**src/rtl/alu_fetch_pkg.sv**
```systemverilog
// ---------------------------------------------------------------------------
// alu_fetch_pkg
// Shared constants for the ALU operand-fetch stage: widths, addressing-mode
// codes and FSM state encoding.
// ---------------------------------------------------------------------------
package alu_fetch_pkg;

    localparam int unsigned AW = 16;    // internal address width
    localparam int unsigned DW = 8;     // data / index width
    localparam int unsigned MW = 3;     // addressing-mode width
    localparam int unsigned SW = 3;     // FSM state width

    // Addressing modes
    localparam logic [MW-1:0] MODE_IMM  = 3'd0;
    localparam logic [MW-1:0] MODE_ZP   = 3'd1;
    localparam logic [MW-1:0] MODE_ZPX  = 3'd2;
    localparam logic [MW-1:0] MODE_ABS  = 3'd3;
    localparam logic [MW-1:0] MODE_ABSX = 3'd4;
    localparam logic [MW-1:0] MODE_ABSY = 3'd5;
    localparam logic [MW-1:0] MODE_INDX = 3'd6;
    localparam logic [MW-1:0] MODE_INDY = 3'd7;

    // FSM states
    localparam logic [SW-1:0] ST_IDLE   = 3'd0;
    localparam logic [SW-1:0] ST_PTR_LO = 3'd1;
    localparam logic [SW-1:0] ST_PTR_HI = 3'd2;
    localparam logic [SW-1:0] ST_RD     = 3'd3;
    localparam logic [SW-1:0] ST_CAP    = 3'd4;
    localparam logic [SW-1:0] ST_OUT    = 3'd5;
    localparam logic [SW-1:0] ST_PEN    = 3'd6;

endpackage : alu_fetch_pkg

```
**src/rtl/alu_operand_fetch_ea_calc.sv**
```systemverilog
// ---------------------------------------------------------------------------
// ea_calc
// Combinational effective-address unit, shared by pointer and data address
// generation.
//   i_base       : base address (argument, or {ptr_hi, ptr_lo})
//   i_index      : index register value
//   i_mode       : addressing mode selecting the arithmetic
//   o_ea         : effective address
//   o_zp_next    : (o_ea[7:0] + 1) mod 256, the zero-page pointer high byte
//   o_page_cross : indexed EA high byte differs from base high byte
// ---------------------------------------------------------------------------
module ea_calc
    import alu_fetch_pkg::*;
(
    input  logic [AW-1:0] i_base,
    input  logic [DW-1:0] i_index,
    input  logic [MW-1:0] i_mode,
    output logic [AW-1:0] o_ea,
    output logic [DW-1:0] o_zp_next,
    output logic          o_page_cross
);

    logic [DW-1:0] w_zp_sum;
    logic [AW-1:0] w_abs_sum;

    // Zero-page sums wrap inside page 0; absolute sums wrap at 64K
    assign w_zp_sum  = i_base[DW-1:0] + i_index;
    assign w_abs_sum = i_base + AW'(i_index);

    always_comb begin
        o_ea         = '0;
        o_page_cross = 1'b0;
        case (i_mode)
            MODE_IMM:              o_ea = '0;
            MODE_ZP:               o_ea = {8'h00, i_base[DW-1:0]};
            MODE_ZPX, MODE_INDX:   o_ea = {8'h00, w_zp_sum};
            MODE_ABS:              o_ea = i_base;
            default: begin
                // ABSX, ABSY, INDY
                o_ea         = w_abs_sum;
                o_page_cross = (w_abs_sum[AW-1:DW] != i_base[AW-1:DW]);
            end
        endcase
    end

    assign o_zp_next = o_ea[DW-1:0] + 8'd1;

endmodule : ea_calc

```
**src/rtl/alu_operand_fetch.sv**
```systemverilog
// ---------------------------------------------------------------------------
// alu_operand_fetch
// Operand-fetch stage ahead of the ALU: resolves the effective address of a
// decoded instruction, reads the operand over a 1-cycle-latency memory bus
// and presents op/operand to the ALU with a one-cycle valid pulse.
//   clk, rst (sync, active-low)
//   req_valid/req_ready, req_op, req_mode, req_arg, x_reg, y_reg : request
//   mem_addr, mem_rd, mem_rdata                                 : memory bus
//   alu_valid, alu_op, alu_operand, alu_ea, page_cross          : ALU side
// Optional macro OPFETCH_PAGE_PENALTY_EN inserts a one-cycle PEN state on
// page-crossing ABSX/ABSY/INDY accesses.
// ---------------------------------------------------------------------------
module alu_operand_fetch
    import alu_fetch_pkg::*;
#(
    parameter int unsigned MEM_AW = 16,
    parameter int unsigned OPW    = 4
) (
    input  logic              clk,
    input  logic              rst,
    input  logic              req_valid,
    output logic              req_ready,
    input  logic [OPW-1:0]    req_op,
    input  logic [MW-1:0]     req_mode,
    input  logic [AW-1:0]     req_arg,
    input  logic [DW-1:0]     x_reg,
    input  logic [DW-1:0]     y_reg,
    output logic [MEM_AW-1:0] mem_addr,
    output logic              mem_rd,
    input  logic [DW-1:0]     mem_rdata,
    output logic              alu_valid,
    output logic [OPW-1:0]    alu_op,
    output logic [DW-1:0]     alu_operand,
    output logic [MEM_AW-1:0] alu_ea,
    output logic              page_cross
);

`ifdef OPFETCH_PAGE_PENALTY_EN
    localparam bit PEN_EN = 1'b1;
`else
    localparam bit PEN_EN = 1'b0;
`endif

    // State and registered outputs
    logic [SW-1:0]  r_state,       w_state_nxt;
    logic           r_ready,       w_ready_nxt;
    logic           r_mem_rd,      w_mem_rd_nxt;
    logic [AW-1:0]  r_mem_addr,    w_mem_addr_nxt;
    logic           r_alu_valid,   w_alu_valid_nxt;
    logic [OPW-1:0] r_alu_op,      w_alu_op_nxt;
    logic [DW-1:0]  r_alu_operand, w_alu_operand_nxt;
    logic [AW-1:0]  r_alu_ea,      w_alu_ea_nxt;
    logic           r_page_cross,  w_page_cross_nxt;
    // Request context
    logic [OPW-1:0] r_op,          w_op_nxt;
    logic [MW-1:0]  r_mode,        w_mode_nxt;
    logic [DW-1:0]  r_y,           w_y_nxt;
    logic [DW-1:0]  r_ptr_hi,      w_ptr_hi_nxt;
    logic [DW-1:0]  r_ptr_lo,      w_ptr_lo_nxt;
    logic           r_ptr_phase,   w_ptr_phase_nxt;
    logic [AW-1:0]  r_ea,          w_ea_nxt;
    logic           r_pc,          w_pc_nxt;

    logic           w_accept;
    logic           w_ptr_resolve;
    logic [AW-1:0]  w_base;
    logic [DW-1:0]  w_index;
    logic [MW-1:0]  w_calc_mode;
    logic [AW-1:0]  w_ea;
    logic [DW-1:0]  w_zp_next;
    logic           w_pc;

    assign w_accept      = req_valid && r_ready;
    assign w_ptr_resolve = (r_state == ST_CAP) && r_ptr_phase;

    // EA unit input select: the incoming request, or the fetched pointer.
    // INDY's pointer is the plain zero-page byte; INDX's final EA is the
    // pointer itself, so it resolves as ABS.
    always_comb begin
        if (w_ptr_resolve) begin
            w_base      = {mem_rdata, r_ptr_lo};
            w_index     = r_y;
            w_calc_mode = (r_mode == MODE_INDY) ? MODE_INDY : MODE_ABS;
        end else begin
            w_base      = req_arg;
            w_index     = (req_mode == MODE_ABSY) ? y_reg : x_reg;
            w_calc_mode = (req_mode == MODE_INDY) ? MODE_ZP : req_mode;
        end
    end

    ea_calc u_ea_calc (
        .i_base       (w_base),
        .i_index      (w_index),
        .i_mode       (w_calc_mode),
        .o_ea         (w_ea),
        .o_zp_next    (w_zp_next),
        .o_page_cross (w_pc)
    );

    // State register
    always_ff @(posedge clk) begin
        if (!rst) begin
            r_state       <= ST_IDLE;
            r_ready       <= 1'b1;
            r_mem_rd      <= 1'b0;
            r_mem_addr    <= '0;
            r_alu_valid   <= 1'b0;
            r_alu_op      <= '0;
            r_alu_operand <= '0;
            r_alu_ea      <= '0;
            r_page_cross  <= 1'b0;
            r_op          <= '0;
            r_mode        <= MODE_IMM;
            r_y           <= '0;
            r_ptr_hi      <= '0;
            r_ptr_lo      <= '0;
            r_ptr_phase   <= 1'b0;
            r_ea          <= '0;
            r_pc          <= 1'b0;
        end else begin
            r_state       <= w_state_nxt;
            r_ready       <= w_ready_nxt;
            r_mem_rd      <= w_mem_rd_nxt;
            r_mem_addr    <= w_mem_addr_nxt;
            r_alu_valid   <= w_alu_valid_nxt;
            r_alu_op      <= w_alu_op_nxt;
            r_alu_operand <= w_alu_operand_nxt;
            r_alu_ea      <= w_alu_ea_nxt;
            r_page_cross  <= w_page_cross_nxt;
            r_op          <= w_op_nxt;
            r_mode        <= w_mode_nxt;
            r_y           <= w_y_nxt;
            r_ptr_hi      <= w_ptr_hi_nxt;
            r_ptr_lo      <= w_ptr_lo_nxt;
            r_ptr_phase   <= w_ptr_phase_nxt;
            r_ea          <= w_ea_nxt;
            r_pc          <= w_pc_nxt;
        end
    end

    // Next-state and output logic
    always_comb begin
        w_state_nxt       = r_state;
        w_mem_rd_nxt      = 1'b0;
        w_mem_addr_nxt    = r_mem_addr;
        w_alu_valid_nxt   = 1'b0;
        w_alu_op_nxt      = r_alu_op;
        w_alu_operand_nxt = r_alu_operand;
        w_alu_ea_nxt      = r_alu_ea;
        w_page_cross_nxt  = r_page_cross;
        w_op_nxt          = r_op;
        w_mode_nxt        = r_mode;
        w_y_nxt           = r_y;
        w_ptr_hi_nxt      = r_ptr_hi;
        w_ptr_lo_nxt      = r_ptr_lo;
        w_ptr_phase_nxt   = r_ptr_phase;
        w_ea_nxt          = r_ea;
        w_pc_nxt          = r_pc;

        case (r_state)
            ST_IDLE, ST_OUT: begin
                w_state_nxt = ST_IDLE;
                if (w_accept) begin
                    w_op_nxt   = req_op;
                    w_mode_nxt = req_mode;
                    w_y_nxt    = y_reg;
                    w_ea_nxt   = w_ea;
                    w_pc_nxt   = w_pc;
                    case (req_mode)
                        MODE_IMM: begin
                            w_state_nxt       = ST_OUT;
                            w_alu_valid_nxt   = 1'b1;
                            w_alu_op_nxt      = req_op;
                            w_alu_operand_nxt = req_arg[DW-1:0];
                            w_alu_ea_nxt      = '0;
                            w_page_cross_nxt  = 1'b0;
                        end
                        MODE_INDX, MODE_INDY: begin
                            w_state_nxt     = ST_PTR_LO;
                            w_mem_rd_nxt    = 1'b1;
                            w_mem_addr_nxt  = w_ea;
                            w_ptr_hi_nxt    = w_zp_next;
                            w_ptr_phase_nxt = 1'b0;
                        end
                        default: begin
                            w_mem_addr_nxt = w_ea;
                            if (PEN_EN && w_pc) begin
                                w_state_nxt = ST_PEN;
                            end else begin
                                w_state_nxt  = ST_RD;
                                w_mem_rd_nxt = 1'b1;
                            end
                        end
                    endcase
                end
            end
            ST_PTR_LO: begin
                // Pointer high byte stays in page 0
                w_state_nxt    = ST_PTR_HI;
                w_mem_rd_nxt   = 1'b1;
                w_mem_addr_nxt = {8'h00, r_ptr_hi};
            end
            ST_PTR_HI: begin
                w_state_nxt     = ST_CAP;
                w_ptr_lo_nxt    = mem_rdata;
                w_ptr_phase_nxt = 1'b1;
            end
            ST_CAP: begin
                if (r_ptr_phase) begin
                    // High pointer byte arrives now; resolve the data EA
                    w_ptr_phase_nxt = 1'b0;
                    w_ea_nxt        = w_ea;
                    w_pc_nxt        = w_pc;
                    w_mem_addr_nxt  = w_ea;
                    if (PEN_EN && w_pc) begin
                        w_state_nxt = ST_PEN;
                    end else begin
                        w_state_nxt  = ST_RD;
                        w_mem_rd_nxt = 1'b1;
                    end
                end else begin
                    w_state_nxt       = ST_OUT;
                    w_alu_valid_nxt   = 1'b1;
                    w_alu_op_nxt      = r_op;
                    w_alu_operand_nxt = mem_rdata;
                    w_alu_ea_nxt      = r_ea;
                    w_page_cross_nxt  = r_pc;
                end
            end
            ST_RD: begin
                w_state_nxt = ST_CAP;
            end
            ST_PEN: begin
                w_state_nxt  = ST_RD;
                w_mem_rd_nxt = 1'b1;
            end
            default: begin
                w_state_nxt = ST_IDLE;
            end
        endcase

        w_ready_nxt = (w_state_nxt == ST_IDLE) || (w_state_nxt == ST_OUT);
    end

    assign req_ready   = r_ready;
    assign mem_rd      = r_mem_rd;
    assign mem_addr    = MEM_AW'(r_mem_addr);
    assign alu_valid   = r_alu_valid;
    assign alu_op      = r_alu_op;
    assign alu_operand = r_alu_operand;
    assign alu_ea      = MEM_AW'(r_alu_ea);
    assign page_cross  = r_page_cross;

endmodule : alu_operand_fetch

```
**config.mk**
```make
export PLATFORM = sky130hd
export DESIGN_NAME = alu_operand_fetch
export DESIGN_NICKNAME = d
export VERILOG_FILES = /design/src/rtl/alu_fetch_pkg.sv /design/src/rtl/alu_operand_fetch_ea_calc.sv /design/src/rtl/alu_operand_fetch.sv
export SDC_FILE = /design/constraint.sdc
export NUM_CORES = 1
export LEC_CHECK = 0
export BUFFER_PORTS_ARGS = -buffer_cell sky130_fd_sc_hd__buf_2
export CAP_MARGIN = 0
export CORE_MARGIN = 10
export CORE_UTILIZATION = 40
export DETAILED_ROUTE_END_ITERATION = 12
export GPL_TIMING_DRIVEN = 0
export SYNTH_ARGS = -nofsm -noshare
export SYNTH_HDL_FRONTEND = slang
export SYNTH_HIERARCHICAL = 1
export SYNTH_SLANG_ARGS = --single-unit
```
**constraint.sdc**
```tcl
create_clock -name clk -period 8.9 [get_ports clk]
set_input_delay 0.445 -clock clk [delete_from_list [all_inputs] [get_ports clk]]
set_output_delay 0.445 -clock clk [all_outputs]
set_load 0.02 [all_outputs]
```
Word-level counts from Yosys, hierarchy flattened
Index checks and enable logic that the tools add are counted.
W data, S select, Z words.

operators by class
  eq/ne operators = 22
  multiply operators = 0
  add/subtract/negate cells = 3
  shifts and indexed selects = 0
  reductions and logical operators = 22
  bitwise gates (word level) = 0
  $lt $le $gt $ge = 0
  divide/modulo/power cells = 0
  multiplexer cells = 48

operator list
  kind                   count
  $mux W16               8
  $pmux W16 S2           2
  $pmux W16 S4           1
  $pmux W16 S3           1
  $mux W8                5
  $eq A3 B3 Y1 const B   9
  $add A16 B8 Y16        1
  $pmux W8 S2            1
  $mux W3                5
  $pmux W3 S5            1
  $mux W1                14
  $eq A3 B2 Y1 const B   4
  $logic_not A3 Y1       4
  $mux W4                3
  $reduce_or A2 Y1       5
  $reduce_and A3 Y1      3
  $add A8 B1 Y8 const B  1
  $add A8 B8 Y8          1
  $ne A2 B2 Y1 const B   4
  $ne A8 B8 Y1           1
  $pmux W4 S2            1
  $reduce_and A4 Y1      2
  $eq A3 B1 Y1 const B   2
  $pmux W1 S2            3
  9 further kinds        13

storage, ports and cells
  register bits after elaboration = 100
  ROM bits = 0
  bits of input ports = 50
  memory bits (writable) = 0
  memories kept = 0
  logic and storage cells = 112
  bits in latches = 0
  output and inout bits = 48

Logic depth before layout (Yosys ltp)
  word-level depth = 9
  depth in mapped cells = 16
  gate-level depth less buffers = 14

Modules after synthesis
Netlist, hierarchy kept.

modules (own cells, without submodules)
  module             cells an instance  instances  area each (µm²)
  alu_operand_fetch  520                1          4842.1
  ea_calc            122                1          859.6

Least setup slack after synthesis
OpenSTA, ideal clock, no wires.

  path type = input-to-reg
  start point = input port req_mode[2]
  end point = register r_ea[15]
  required time = 8.830 ns
  slack = 5.337 ns
  stages on the path = 14
  arrival time = 3.493 ns
  path buffers = 1
  path through = nand2_1 or2_2 clkbuf_1 mux2i_1 o21ai_0 ha_1 a211oi_2 o31ai_4 a311o_1 a41oi_1 o21ai_1 o31ai_1 or4b_1 a21oi_1

between the ends
  elaborated cells between the ends (all ways) = 17
  those cells by class = 1 x add/sub; 6 x eq/ne; 8 x mux; 2 x reduce/logical

RTL lines
  element                      line                                                source
  from (decl)                  alu_operand_fetch.sv:24                             input logic [MW-1:0] req_mode,
  $eq A3 B3 Y1 *               alu_operand_fetch.sv:86                             w_index = (req_mode == MODE_ABSY) ? y_reg : x_reg;
  $mux W8 *                    alu_operand_fetch.sv:86
  $mux W8 *                    alu_operand_fetch.sv:80                             if (w_ptr_resolve) begin
  named net w_index[1]         alu_operand_fetch.sv:67                             logic [DW-1:0] w_index;
  $add A16 B8 Y16 *            alu_operand_fetch_ea_calc.sv:28                     assign w_abs_sum = i_base + AW'(i_index);
  $pmux W16 S4 *               alu_operand_fetch_ea_calc.sv:33                     case (i_mode)
  named net w_ea[15]           alu_operand_fetch.sv:69                             logic [AW-1:0] w_ea;
  $mux W16 (on tied branches)  alu_operand_fetch.sv:209, alu_operand_fetch.sv:163
  $pmux W16 S2 *               alu_operand_fetch.sv:160                            case (r_state)
  to (signal assigned)         alu_operand_fetch.sv:136                            r_ea <= w_ea_nxt;
  to (decl)                    alu_operand_fetch.sv:61                             logic [AW-1:0] r_ea, w_ea_nxt;

Mark *: on every way through the listed nets, which the timed path passes. The rest lies on a longest branch. The select of a mux whose other input is x is not followed.
A chain may end at the register's enable or synchronous reset.

Worst setup path in the final report
  start point = register r_state[2]
  end point = register r_ea[9]

between the ends
  elaborated cells between the ends (all ways) = 23
  those cells by class = 1 x add/sub; 8 x eq/ne; 7 x mux; 7 x reduce/logical

RTL lines
  element                      line                                                source
  from (decl)                  alu_operand_fetch.sv:45                             logic [SW-1:0] r_state, w_state_nxt;
  from (signal assigned)       alu_operand_fetch.sv:121                            r_state <= w_state_nxt;
  $eq A3 B3 Y1 *               alu_operand_fetch.sv:74                             assign w_ptr_resolve = (r_state == ST_CAP) && r_ptr_phase;
  $logic_and A1 B1 Y1 *        alu_operand_fetch.sv:74
  $mux W16 *                   alu_operand_fetch.sv:80
  named net w_base[3]          alu_operand_fetch.sv:66                             logic [AW-1:0] w_base;
  $add A16 B8 Y16 *            alu_operand_fetch_ea_calc.sv:28
  $pmux W16 S4 *               alu_operand_fetch_ea_calc.sv:33
  named net w_ea[9]            alu_operand_fetch.sv:69
  $mux W16 (on tied branches)  alu_operand_fetch.sv:209, alu_operand_fetch.sv:163
  $pmux W16 S2 *               alu_operand_fetch.sv:160

Marked as above.

==> impl_metrics.csv <==
group,metric,value,unit
clock_network,cts_tree,"yes",
placement,gp_congestion,0.913,
synthesis,syn_nets,702,
worst_setup_path,worstPathArrival,4330,ps
global_routing,antenna_found_initial,0,
sta,final-max-slew-violation-count,0,
worst_setup_path,crit_slowest_cell,"or4b_1",
finish,n_antenna_cell,0,
clock_network,insertion_delay,360,ps
global_routing,grt_usage,0.174,
sta,finalCritPeriodShare,0.454,
sta,finalHoldViolCount,0,
synthesis,synth_edf_count,0,
floorplan,die_area,19400,µm²
drt,dr.pass1.iters,5,
clock_network,htree_levels,3,
finish,fin_util,0.481,
synthesis,synthArstFlopShare,0,
synthesis,synth_top_area_frac,0.351,
synthesis,yosys_register_bits,100,
drt,wl,17200,µm
drt,wire_per_inst,18.5,µm
sta,max_freq,0.247,GHz
synthesis,syn_area_per_cell,8.88,µm²
clock_network,cts.reportedPaths.clkPinSlew,70,ps
synthesis,syn_inst,642,
worst_setup_path,path_buf_inv,3,
sta,finalSetupViolations,0,
drt,ant_nets,0,
sta,final.setup.tns,0,ps
synthesis,ys_warn_count,6,
pwr,p_leak,0.00282,µW
synthesis,synth.distinct_cells,73,
worst_setup_path,path_max_fanout,10,
finish,syn2layout_area_growth,17.5,%
floorplan,start_util,0.409,
sta,holdWs,336,ps
worst_setup_path,crit_chain,"buf_4 -> and4bb_2 -> buf_6 -> buf_2 -> mux2_2 -> ha_1 -> nand2_1 -> o31ai_4 -> a311o_1 -> nand2_1 -> o31ai_1 -> or4b_1 -> a21oi_1",
clock_network,clockBufferDepth,2,
finish,final_common_cell,"buf_2",
clock_network,cts_hold_buf,0,
global_routing,grt-ovfl-total,0,
clock_network,cts_sinks,100,
global_routing,grt_pass1_wl,27700,µm
placement,portBuffers,97,
clock_network,post-cts-setup-buffer-count,0,
finish,nFillCells,1331,
global_routing,grt_pass1_vias,5158,
floorplan,core,13900,µm²
drt,first_iter_violations,303,
sta,worst_slew_pin_slew,662,ps
global_routing,grt_max_degree,17,
synthesis,seq_area_frac_synth,0.351,
floorplan,die_y,139,µm
sta,fin_crit,4040,ps
drt,routed_via_density,5.51,
worst_setup_path,worstSetupEndpointType,"flop",
worst_setup_path,crit_required,9190,ps
drt,vias,5138,
floorplan,num_rows,43,
pwr,ir_drop,123,µV
worst_hold_path,hold_path_class,"in -> reg",
finish,design_area,6700,µm²
clock_network,cts_root_buffer,"clkbuf_16",
finish,drive_above_1_share,0.259,
finish,final_cell_mix,"106 x buf_2, 100 x dfxtp_1, 96 x nand2_1",
worst_setup_path,rrSetupSlack,4860,ps
worst_setup_path,path_class,"reg -> reg",
floorplan,pin_count,98,
synthesis,synthTopCellsByArea,"dfxtp_1 35%, mux2i_1 11%, nand2_1 6.3%",
worst_setup_path,crit_top_cell,"nand2_1",
finish,nets,810,
sta,rsz0062_at_grt,"false",
worst_setup_path,crit_path_start_kind,"flop",
clock_network,cts_buffers,9,
synthesis,synthFlopType,"dfxtp_1",
run_status,status,"finished clean",
synthesis,synth_area,5700,µm²
clock_network,cts_resized,0,
floorplan,die_width,139,µm
worst_setup_path,slowest_delay,500,ps
sta,fin_skew,9.24,ps
sta,slew_headroom,0.558,
pwr,pwr_density_cell,241,nW/µm²
drt,drc,0,
placement,hpwl,13500,µm
synthesis,synth_top_cell_by_area,"dfxtp_1",
worst_setup_path,critPathTopFamily,"compound AO/OA/AOI/OAI gates",
placement,placed_cell_area,6410,µm²
flow_run,cap_viol_max_count,0,
## cells in the mapped netlist, types with 6 or more instances
cell / n
nand2b_1: 7
or4b_1: 17
clkbuf_1: 25
a21oi_1: 42
ha_1: 9
buf_4: 8
nor2_1: 39
nand2_1: 96
a311oi_1: 9
o21ai_0: 29
mux2_2: 28
buf_2: 9
inv_1: 6
mux2i_1: 64
nand3_1: 18
buf_6: 7
o31ai_1: 19
o211ai_1: 9
nor3_1: 11
dfxtp_1: 100
## worst min-delay path, delay by kind of cell
kind,cells,cell delay (ps)
compound gates,1,50
simple gates,1,50
buf+inv,1,110
## where the power goes
part / switching [µW] / leakage, µW / internal, µW
registers: 44.5 / 0.000813 / 521
logic: 403 / 0.00187 / 254
clock network: 177 / 0.000143 / 217
## cell type report
class / instances / area [µm²] / area share
repair buffers: 97 / 485 / 0.0725
plain buffers: 49 / 278 / 0.0415
clock inverters: 5 / 61.3 / 0.00915
well taps: 180 / 225 / 0.0336
inverters: 7 / 26.3 / 0.00392
multi-input cells: 486 / 3400 / 0.507
flip-flops and latches: 100 / 2000 / 0.299
clock buffers: 9 / 225 / 0.0336
## state kept, by name (all words and copies together) (netlist names)
register	count
r_ea	16
r_mode	3
r_ptr_lo	8
mem_addr	16
alu_valid	1
mem_rd	1
r_state	3
r_y	8
req_ready	1
r_op	4
r_pc	1
alu_op	4
r_ptr_hi	8
alu_operand	8
r_ptr_phase	1
alu_ea	16
page_cross	1
## worst paths after layout
check	start	endpoint	depth (start not counted)
worst max-delay path	r_state[2]	r_ea[9]	13
worst min-delay path	req_op[2]	r_op[2]	3
worst max register to register	r_state[2]	r_ea[9]	13
worst min register to register	r_pc	page_cross	2
## logic make-up (layout without fill, tap and decap cells)
| family | Yosys count | count (layout) | share of synthesized area |
|---|---|---|---|
| buf+inv | 56 | 167 | 0.0533 |
| mux | 92 | 92 | 0.168 |
| compound gates | 144 | 144 | 0.177 |
| simple gates | 229 | 229 | 0.207 |
| fa+ha+maj | 11 | 11 | 0.0250 |
| flops | 100 | 100 | 0.351 |
| xor+xnor | 10 | 10 | 0.0187 |
## per-stage QoR
| step | total power (µW) | setup WS [ps] | std cells |
|---|---|---|---|
| 4_1_cts | 1630 | 4880 | 933 |
| 2_1_floorplan | 1040 | 5340 | 642 |
| 6_report | 1620 | 4860 | 933 |
| 3_5_place_dp | 1230 | 4690 | 919 |
| 3_3_place_gp | 1210 | 4750 | 919 |
| 5_1_grt | 1720 | 4540 | 933 |
## metal layers
metal | share of wire | global-route usage | up-vias
met5 | 0 | 0 | -
met4 | 0.015 | 0.0516 | 0
met3 | 0.046 | 0.0422 | 15
met2 | 0.49 | 0.287 | 108
met1 | 0.45 | 0.217 | 2478
li1 | - | - | 2537
(Power assumes the default switching activity.)
